`src/rtl/taintcell_mem_scrubber.sv`:
```
// Taint-shadow memory scrubber: arbitrates the memory write port between functional taint
// writes and a CLEAR/COUNT scrub engine. Define TAINT_SCRUB_GUARD_EN for the CLEAR starvation guard.
module taintcell_mem_scrubber #(
  parameter int unsigned ABITS     = 6,
  parameter int unsigned WIDTH     = 8,
  parameter int unsigned SIZE      = 64,
  parameter int unsigned STALL_MAX = 8
) (
  input  logic             pos_clk,
  input  logic             pos_arst,
  input  logic             fn_wr_valid,
  output logic             fn_wr_ready,
  input  logic [ABITS-1:0] fn_wr_addr,
  input  logic [WIDTH-1:0] fn_wr_data,
  input  logic             cmd_valid,
  input  logic             cmd_op,
  output logic             cmd_ready,
  output logic             mem_wr_en,
  output logic [ABITS-1:0] mem_wr_addr,
  output logic [WIDTH-1:0] mem_wr_data,
  output logic             mem_rd_en,
  output logic [ABITS-1:0] mem_rd_addr,
  input  logic [WIDTH-1:0] mem_rd_data,
  output logic             done,
  output logic [ABITS:0]   tainted_cnt
);

  localparam int unsigned    CW       = ABITS + 1;
  localparam logic [ABITS:0] LastAddr = CW'(SIZE - 1);
  localparam logic [ABITS:0] SizeCnt  = CW'(SIZE);

  if (SIZE < 1 || SIZE > (1 << ABITS) || STALL_MAX < 1) begin : gBadParams
    $error("taintcell_mem_scrubber: invalid parameter combination");
  end

  typedef enum logic [2:0] {StIdle, StClear, StScan, StDrain, StDone} state_e;

  state_e         state_q, state_d;
  logic [ABITS:0] cursor_q, cursor_d;
  logic [ABITS:0] cnt_q, cnt_d;
  logic           rdPend_q, rdPend_d;
  logic           fnGrant;
  logic           scrubWr;

`ifdef TAINT_SCRUB_GUARD_EN
  localparam int unsigned SW = $clog2(STALL_MAX + 1);
  localparam logic [SW-1:0] StallLimit = SW'(STALL_MAX);
  logic [SW-1:0] stall_q, stall_d;
`endif

  always_ff @(posedge pos_clk or posedge pos_arst) begin
    if (pos_arst) begin
      state_q  <= StIdle;
      cursor_q <= '0;
      cnt_q    <= '0;
      rdPend_q <= 1'b0;
`ifdef TAINT_SCRUB_GUARD_EN
      stall_q  <= '0;
`endif
    end else begin
      state_q  <= state_d;
      cursor_q <= cursor_d;
      cnt_q    <= cnt_d;
      rdPend_q <= rdPend_d;
`ifdef TAINT_SCRUB_GUARD_EN
      stall_q  <= stall_d;
`endif
    end
  end

  // Read data arrives one cycle after each SCAN issue, so counting trails the cursor by one.
  always_comb begin
    state_d  = state_q;
    cursor_d = cursor_q;
    cnt_d    = cnt_q;
    rdPend_d = (state_q == StScan);
    if (rdPend_q && (|mem_rd_data) && (cnt_q < SizeCnt)) begin
      cnt_d = cnt_q + 1'b1;
    end
    case (state_q)
      StIdle: begin
        if (cmd_valid) begin
          state_d  = cmd_op ? StScan : StClear;
          cursor_d = '0;
          if (cmd_op) begin
            cnt_d = '0;
          end
        end
      end
      StClear: begin
        if (scrubWr) begin
          cursor_d = cursor_q + 1'b1;
          if (cursor_q == LastAddr) begin
            state_d = StDone;
          end
        end
      end
      StScan: begin
        cursor_d = cursor_q + 1'b1;
        if (cursor_q == LastAddr) begin
          state_d = StDrain;
        end
      end
      StDrain: state_d = StDone;
      StDone:  state_d = StIdle;
      default: state_d = StIdle;
    endcase
`ifdef TAINT_SCRUB_GUARD_EN
    stall_d = ((state_q == StClear) && fnGrant) ? stall_q + 1'b1 : '0;
`endif
  end

  always_comb begin
`ifdef TAINT_SCRUB_GUARD_EN
    fn_wr_ready = !((state_q == StClear) && (stall_q == StallLimit));
`else
    fn_wr_ready = 1'b1;
`endif
    fnGrant     = fn_wr_valid && fn_wr_ready;
    scrubWr     = (state_q == StClear) && !fnGrant;
    cmd_ready   = (state_q == StIdle);
    done        = (state_q == StDone);
    mem_wr_en   = fnGrant || scrubWr;
    mem_wr_addr = '0;
    mem_wr_data = '0;
    if (fnGrant) begin
      mem_wr_addr = fn_wr_addr;
      mem_wr_data = fn_wr_data;
    end else if (scrubWr) begin
      mem_wr_addr = cursor_q[ABITS-1:0];
    end
    mem_rd_en   = (state_q == StScan);
    mem_rd_addr = mem_rd_en ? cursor_q[ABITS-1:0] : '0;
    tainted_cnt = cnt_q;
  end

endmodule

```
`config.mk`:
```
export PLATFORM = sky130hd
export DESIGN_NAME = taintcell_mem_scrubber
export DESIGN_NICKNAME = d
export VERILOG_FILES = /design/src/rtl/taintcell_mem_scrubber.sv
export SDC_FILE = /design/constraint.sdc
export NUM_CORES = 1
export LEC_CHECK = 0
export ABC_AREA = 1
export CAP_MARGIN = 20
export CORE_MARGIN = 2
export CORE_UTILIZATION = 38
export CTS_CLUSTER_SIZE = 16
export DETAILED_ROUTE_END_ITERATION = 8
export PLACE_DENSITY = 0.73
export SLEW_MARGIN = 0
export SYNTH_ARGS = -nofsm -noshare
export SYNTH_HDL_FRONTEND = slang
export SYNTH_SLANG_ARGS = --single-unit
```
`constraint.sdc`:
```
create_clock -name pos_clk -period 1.3 [get_ports pos_clk]
set_clock_uncertainty 0.05 [all_clocks]
set_input_delay 0.26 -clock pos_clk [delete_from_list [all_inputs] [get_ports pos_clk]]
set_output_delay 0.26 -clock pos_clk [all_outputs]
set_load 0.005 [all_outputs]
```
==> impl_metrics.yaml <==
clock_tree:
  clock_sinks: 18
  clock_latency_ns: 0.29
  htreeDepth: 1
  clkTransAtPathRegs_ns: 0.12
  numCtsBuffers: 3
  clk_path_buf_depth: 2
  root_buffer: "clkbuf_4"
  cts_tree: "yes"
sta:
  finalWorstSetupSlack_ns: -0.396
  rsz0062_at_grt: "yes"
  period_share_pct: 130
  maxSlewViolCount: 0
  fmax_mhz: 590
  hold_viol_final: 0
  setup_viol: 26
  fin_crit_ns: 1.70
yosys:
  synth-main-ff-cell: "dfrtp_1"
  async_flop_share_pct: 100
  synth_edf_count: 0
  synth.avg_cell_area_um2: 6.24
  synth-seq-cells: 18
  ys_types: 24
  netlist_area_mm2: 0.00137
  yosys_warnings: 0
  synth.most_common_cell: "nand2_1"
  yosys.area.top_type: "dfrtp_1"
  seq_area_frac_synth_pct: 32.9
  yosysTopAreaCellShare_pct: 32.9
  synth_nets: 248
  synth_common_cells: "nand2_1 (68), inv_1 (37), nor2_1 (31), dfrtp_1 (18), o21ai_0 (13)"
  syn_inst: 219
  yosys-top-cells-area: "dfrtp_1 (33%), nand2_1 (19%), inv_1 (10%), nor2_1 (8.5%), o21ai_0 (4.8%)"
final_layout:
  area_growth_pct: 79.9
  drive_gt1_share_pct: 38.6
  fillCellCount: 257
  num_antenna_cells: 0
  final_area_mm2: 0.00246
  num-nets-final: 350
global_route:
  grt_start_max_net_pins: 19
  antenna_found_initial: 0
  grt_overflow: 0
  grt_pass1_wl_mm: 6.67
  grt_usage_pct: 20.0
  grt_pass1_vias: 1596
power:
  power_density_mw_per_mm2: 1780
  ir_worst_vdd_mv: 1.42
  p_leak_nw: 1.30
  power_mw: 4.37
critical_path:
  crit_end: "mem_wr_addr[1]"
  cp_slowest_cell: "dfrtp_2"
  path_cells: "buf_6, nor2_4, nand2_4, o21ai_2, buf_2"
  crit_arrival_ns: 1.39
  r2r_end: "cursor_q[2]"
  required_ns: 0.99
  crit_start: "state_q[1]"
  worstReg2RegStart: "state_q[1]"
  crit_type: "reg2out"
  r2r_cells: 9
  slowest_delay_ns: 0.46
  cp_max_fo: 7
  startpoint_type: "flip-flop"
  cp-end-kind: "output port"
  reg2reg_slack_ns: -0.28
worst_hold_path:
  min_path_type: "in2async"
die:
  initial_utilization_pct: 40.3
  core-area_mm2: 0.00339
  die_height_um: 64.0
  fp-row-count: 21
  die_x_um: 64.0
  ios: 59
  die-area_mm2: 0.00409
flow_run:
  cap_violations: 0
detailed_routing:
  wirelength_mm: 4.43
  wl_per_cell_um: 12.1
  ant_nets: 0
  routed_via_density: 4.84
  dr.pass1.iters: 4
  drc: 0
  drt_iter0_drc: 64
  num_vias: 1767
outcome:
  failed_checks: "negative setup slack"
  status: "complete, but fails checks"
placement:
  place_congestion: 0.849
  io_buffers: 57
  place_ws_ns: -0.625
  place_area_mm2: 0.00223
  hpwl_mm: 2.87
==> metrics by stage <==
step           TNS [ns]  hold WS, ns  util, %  instances
6_report          -7.32        0.220     72.6        365
5_1_grt           -9.38        0.246     72.6        365
4_1_cts           -8.59        0.237     66.9        363
3_5_place_dp     -16.56        0.446     65.8        350
3_3_place_gp     -16.09        0.442     65.8        350
2_1_floorplan         0        0.149        -        219
==> sequential cells by signal, summed over array words and instances (netlist names) <==
signal,cells
cursor_q,7
tainted_cnt,7
state_q,3
rdPend_q,1
==> area by class of cell <==
cell class	instances	area, um2	area share, %
Timing Repair Buffer	100	821	33.4
Sequential cell	18	452	18.4
Multi-Input combinational cell	158	950	38.6
Inverter	40	158	6.41
Clock buffer	3	22.5	0.916
Tap cell	46	57.6	2.34
==> timing repair <==
| item | CTS | global route |
|---|---|---|
| hold buffers | 0 | 0 |
| pin swaps | 12 | 21 |
| resized for setup | 135 | 43 |
| setup buffers | 10 | 5 |
| setup endpoints to repair | 48 | 34 |
| cloned | 0 | 1 |
==> worst min path at each step <==
stage / startpoint / end / slack [ns] / cells after the start
after floorplan: pos_arst / cursor_q[0] / 0.15 / 1
after global placement: cursor_q[6] / cursor_q[6] / 0.44 / 2
after detailed placement: cursor_q[6] / cursor_q[6] / 0.45 / 2
after CTS: pos_arst / cursor_q[4] / 0.24 / 3
after global routing: pos_arst / tainted_cnt[2] / 0.25 / 3
final: pos_arst / cursor_q[2] / 0.22 / 3
==> power breakdown <==
group / leakage (nW) / total (mW) / switching (mW) / internal, mW
combinational: 1.05 / 3.23 / 1.70 / 1.53
sequential: 0.239 / 0.851 / 0.123 / 0.728
clock: 0.0138 / 0.288 / 0.180 / 0.108
==> cell families after synthesis <==
kind of cell / synth area share, %
AOI/OAI and AO/OA: 10.1
xor gates and xnor gates: 1.28
adders and majority gates: 1.83
buffers and inverters: 13.2
DFF: 32.9
other: 0.274
and+or+nand+nor: 40.4
==> placed cells by master, fill, tap and decap left out, types with 2 or more instances in the layout <==
cell	netlist	routed
dfrtp_1	18	17
nand3_1	12	8
nor2_2	1	3
nand3_2	0	4
xor2_1	2	2
a21oi_1	5	4
o21ai_2	4	10
clkdlybuf4s50_1	0	25
nor3_1	4	2
buf_12	0	2
o21ai_0	13	4
nand2_2	5	7
buf_4	2	33
buf_2	0	24
inv_2	3	6
nand4_1	2	2
clkdlybuf4s15_1	0	2
dlygate4sd2_1	0	6
nor2_1	31	25
nor2_4	1	5
buf_6	1	8
nand2_8	0	4
nand2_4	3	5
o21ai_1	1	3
nand2_1	68	61
inv_1	37	32
clkbuf_4	0	3
==> worst max-delay path: cells and delay by family, from the launching register on <==
family                 cells  cell delay, ns
AOI/OAI and AO/OA          1            0.14
DFF                        1            0.46
and+or+nand+nor            2            0.23
buffers and inverters      2            0.25
==> layer usage <==
| layer | GRT usage (%) | vias to the layer above | share of wire (%) |
|---|---|---|---|
| li1 | - | 868 | - |
| met4 | 6.25 | 0 | 2.0 |
| met1 | 24.3 | 803 | 40 |
| met2 | 35.3 | 88 | 50 |
| met5 | 0 | - | 0 |
| met3 | 3.70 | 8 | 7.7 |
Power figures use the tool's default switching activity.
==> RTL change 1 (same settings) <==
`ABITS`: 6 -> 7.
--- a/src/rtl/taintcell_mem_scrubber.sv
+++ b/src/rtl/taintcell_mem_scrubber.sv
@@ -1,7 +1,7 @@
 // Taint-shadow memory scrubber: arbitrates the memory write port between functional taint
 // writes and a CLEAR/COUNT scrub engine. Define TAINT_SCRUB_GUARD_EN for the CLEAR starvation guard.
 module taintcell_mem_scrubber #(
-  parameter int unsigned ABITS     = 6,
+  parameter int unsigned ABITS     = 7,
   parameter int unsigned WIDTH     = 8,
   parameter int unsigned SIZE      = 64,
   parameter int unsigned STALL_MAX = 8
Interface: changed (resized fn_wr_addr, mem_rd_addr, mem_wr_addr and tainted_cnt); port bits go from 59 to 63. No check against the original RTL was run, so the function may have changed too.
==> RTL change 1 against the unedited design <==
The flow still finishes with violations (setup timing); wire length grew 21%; design area grew 13%; sequential power grew 5.2%; final cell count grew 7.4%; worst setup slack lost 0.0015 ns; power grew 18%; sequential cell count grew 2; area after synthesis grew 7.8%; critical endpoint is now mem_wr_addr[5].
==> RTL change 1: results (changes against the unedited design) <==
| Metric | Value |
|---|---|
| Placed instance count | `369 (was 350)` |
| Register area share after synthesis | `0.3396 (was 0.3294)` |
| Area contributors post-synth | `dfrtp_1 (34%), nand2_1 (18%), inv_1 (11%), nor2_1 (7.6%), nand2_2 (5.1%) (was dfrtp_1 (33%), nand2_1 (19%), inv_1 (10%), nor2_1 (8.5%), o21ai_0 (4.8%))` |
| Worst Reg-to-Reg Cells | `10 (was 9)` |
| Final Instance Count excl. Fillers | `392 (was 365)` |
| CTS root buf | `clkbuf_8 (was clkbuf_4)` |
| Post-route setup TNS | `-8.361 ns (was -7.322 ns)` |
| Dpl ws | `-0.6214 ns (was -0.6252 ns)` |
| VDD IR max | `873.2 µV (was 1422 µV)` |
| Layout cells sized above 1 | `0.4157 (was 0.3856)` |
| Final hold slack | `0.2564 ns (was 0.2201 ns)` |
| Total nets after synthesis | `262 (was 248)` |
| GRT Util Overall | `0.2435 (was 0.1996)` |
| Status | `complete, but fails checks (unchanged)` |
| Avg Cell Area, Syn | `6.353 µm² (was 6.245 µm²)` |
| Worst r2r dst | `cursor_q[5] (was cursor_q[2])` |
| Synth cell count leaders | `nand2_1 (69), inv_1 (42), nor2_1 (30) (was nand2_1 (68), inv_1 (37), nor2_1 (31))` |
| R2R setup slack | `-0.22 ns (was -0.28 ns)` |
| CP peak stage delay | `0.42 ns (was 0.46 ns)` |
| Final worst slack | `-0.3971 ns (was -0.3956 ns)` |
| Power Density | `1856 nW/µm² (was 1777 nW/µm²)` |
| Max FO, Critical Path | `8 (was 7)` |
| Final setup vio count | `37 (was 26)` |
| Initial DRC count | `119 (was 64)` |
| Failing checks | `setup timing (unchanged)` |
| Nets | `375 (was 350)` |
| Port Buffers | `61 (was 57)` |
| Xor and xnor fraction of the mapped netlist area | `0.005942 (was 0.01281)` |
| RePlAce Congestion | `0.8098 (was 0.8485)` |
| WL per Instance | `13.68 µm (was 12.15 µm)` |
| CTS clock-pin slew for the worst setup and hold paths | `0.08 ns (was 0.12 ns)` |
## RTL change 1: kinds of logic after synthesis
group           Yosys count
simple gates            136
buf+inv                  49
compound gates           23
flops                    20
fa+ha+maj                 2
xor+xnor                  1
other cells               1
## RTL change 1: critical path, delay by kind of cell (launching register included)
kind,cells,cell delay (ns)
buf+inv,2,0.24
flops,1,0.42
simple gates,3,0.32
compound gates,1,0.13
## RTL change 1: worst max-delay path by stage
stage / start / endpoint / slack [ns] / cells past startpoint
after global routing: state_q[2] / mem_wr_addr[5] / -0.47 / 6
after floorplan: state_q[0] / cursor_q[4] / 0.02 / 8
after CTS: state_q[0] / mem_wr_addr[2] / -0.40 / 6
after detailed placement: fn_wr_valid / mem_wr_addr[2] / -0.62 / 5
after global placement: fn_wr_valid / mem_wr_addr[2] / -0.61 / 5
final: state_q[0] / mem_wr_addr[5] / -0.40 / 6
## RTL change 1: routing by layer
layer	track usage	wire length, µm	up-vias
met5	0	0	-
met4	0.08929	139	0
met3	0.05963	371	19
met2	0.4425	2832	80
met1	0.2717	2021	879
li1	-	-	933
## RTL change 1: what timing repair did
item / in CTS / in global routing
pin swaps: 20 / 17
gates cloned: 3 / 0
setup buffers: 14 / 6
endpoints found under the setup margin: 53 / 40
gates resized for setup: 154 / 46
## RTL change 1: cell type report
type	instances	area, µm²	area share
inverters	45	181.4	0.06546
multi-input cells	165	1033	0.3729
clock inverters	1	30.03	0.01084
clock buffers	3	41.29	0.01490
flip-flops and latches	20	501.7	0.1810
repair buffers	110	923.4	0.3332
well taps	48	60.06	0.02167
## RTL change 1: power by group
| part | switching (W) | internal (W) |
|---|---|---|
| logic | 0.00195 | 0.00165 |
| clock network | 0.000231 | 0.000412 |
| registers | 0.000108 | 0.000787 |
## RTL change 1: per-stage QoR
stage                     instance area [µm²]  utilization
after detailed placement                 2366       0.6415
after global placement                   2366       0.6415
after CTS                                2630       0.7130
after global routing                     2771       0.7514
final                                    2771       0.7514
after floorplan                          1474            -
==> RTL change 2 (config.mk and constraints unchanged) <==
Made on the original files. Make the reset (`pos_arst`) synchronous in one clocked block.
--- a/src/rtl/taintcell_mem_scrubber.sv
+++ b/src/rtl/taintcell_mem_scrubber.sv
@@ -48,7 +48,7 @@
   logic [SW-1:0] stall_q, stall_d;
 `endif
 
-  always_ff @(posedge pos_clk or posedge pos_arst) begin
+  always_ff @(posedge pos_clk) begin
     if (pos_arst) begin
       state_q  <= StIdle;
       cursor_q <= '0;
Behaviour: differs if pos_arst is asserted again (counterexample within 4 cycles, from zero or initial values and one cycle with pos_arst high); with pos_arst held inactive, the same outputs for 10 cycles.
==> RTL change 2 against the unedited design <==
The flow still finishes with violations (setup timing); power is 12% lower; design area increased by 1.8%; area after synthesis shrank 9.4%; utilization rose by 8.8 points; non-clock buffer count increased by 14; sequential cell count unchanged; synthesized cell count down 6.4%; global-route usage is 7.8 points higher; worst setup slack got worse by 0.039 ns; wire length rose by 23%.
==> RTL change 2: results (changes against the unedited design) <==
| Metric | Value |
|---|---|
| Area contributors post-synth | `dfxtp_1 (29%), nand2_1 (17%), inv_1 (11%), nor2_1 (9.4%), a21oi_1 (4.0%) (was dfrtp_1 (33%), nand2_1 (19%), inv_1 (10%), nor2_1 (8.5%), o21ai_0 (4.8%))` |
| Area leader, netlist | `dfxtp_1 (was dfrtp_1)` |
| GRT Util Overall | `0.2772 (was 0.1996)` |
| Critical-path top delay cell | `dfxtp_2 (was dfrtp_2)` |
| Adder-cell share of the synthesized area | `0.02020 (was 0.01830)` |
| Worst flop-to-flop path startpoint | `state_q[0] (was state_q[1])` |
| DP HPWL | `2.654 mm (was 2.868 mm)` |
| VDD IR max | `1226 µV (was 1422 µV)` |
| Worst setup path end | `mem_wr_addr[0] (was mem_wr_addr[1])` |
| Nets | `349 (was 350)` |
| Max FO, Critical Path | `3 (was 7)` |
| Leak | `1.280 nW (was 1.299 nW)` |
| Final setup vio count | `33 (was 26)` |
| Register area share after synthesis | `0.2909 (was 0.3294)` |
| WL met2 | `2.735 mm (was 2.232 mm)` |
| Placed instance count | `332 (was 350)` |
| Min-delay worst type | `flop to flop (was input port to async pin)` |
| Yosys cell types | `25 (was 24)` |
| Cts repair resizes | `168 (was 135)` |
| Wl on met1 | `2.032 mm (was 1.770 mm)` |
| Worst r2r dst | `state_q[1] (was cursor_q[2])` |
| Critical path arrival | `1.42 ns (was 1.39 ns)` |
| Failing checks | `setup timing (unchanged)` |
| Status | `complete, but fails checks (unchanged)` |
| Number of global-route vias before repair | `1623 (was 1596)` |
| Final worst slack | `-0.4348 ns (was -0.3956 ns)` |
| Routing usage on met1 | `0.3338 (was 0.2431)` |
| Dpl ws | `-0.6793 ns (was -0.6252 ns)` |
| Final hold slack | `0.4342 ns (was 0.2201 ns)` |
| Vias | `1820 (was 1767)` |
| Xor and xnor fraction of the mapped netlist area | `0.02121 (was 0.01281)` |
| Global-route wire length before repair | `7.555 mm (was 6.672 mm)` |
| Initial DRC count | `182 (was 64)` |
| Post-CTS Setup Inserts | `20 (was 10)` |
| Synth cell count leaders | `nand2_1 (57), inv_1 (35), nor2_1 (31) (was nand2_1 (68), inv_1 (37), nor2_1 (31))` |
| Met2 Use GR | `0.4635 (was 0.3529)` |
| Met3 wire len | `450 µm (was 343 µm)` |
| Clock Latency Late Sink | `0.32 ns (was 0.29 ns)` |
| Layout cells sized above 1 | `0.4639 (was 0.3856)` |
| WL per Instance | `15.07 µm (was 12.15 µm)` |
| Avg Cell Area, Syn | `6.042 µm² (was 6.245 µm²)` |
[RTL change 2: area by class of cell]
| cell class | instances | area, µm² |
|---|---|---|
| inverters | 38 | 145.1 |
| multi-input cells | 145 | 932.1 |
| repair buffers | 114 | 960.9 |
| flip-flops and latches | 18 | 375.4 |
| clock buffers | 4 | 36.28 |
| fillers | 202 | 573.1 |
| well taps | 44 | 55.05 |
[RTL change 2: kinds of logic (layout without fill, tap and decap cells)]
kind of cell,Yosys count,after routing
compound gates,22,22
flops,18,18
simple gates,115,117
xor+xnor,3,3
fa+ha+maj,2,2
buf+inv,44,156
other cells,1,1
[RTL change 2: where the power goes]
part	internal, W	switching, W
registers	0.000634	0.0000523
clock network	0.000172	0.000209
logic	0.00134	0.00146
[RTL change 2: stage by stage]
stage	instance area, µm²	setup TNS, ns
floorplan	1239	0
global placement	2067	-15.09
detailed placement	2067	-15.62
global route	2505	-11.87
CTS	2366	-9.452
finish	2505	-9.828
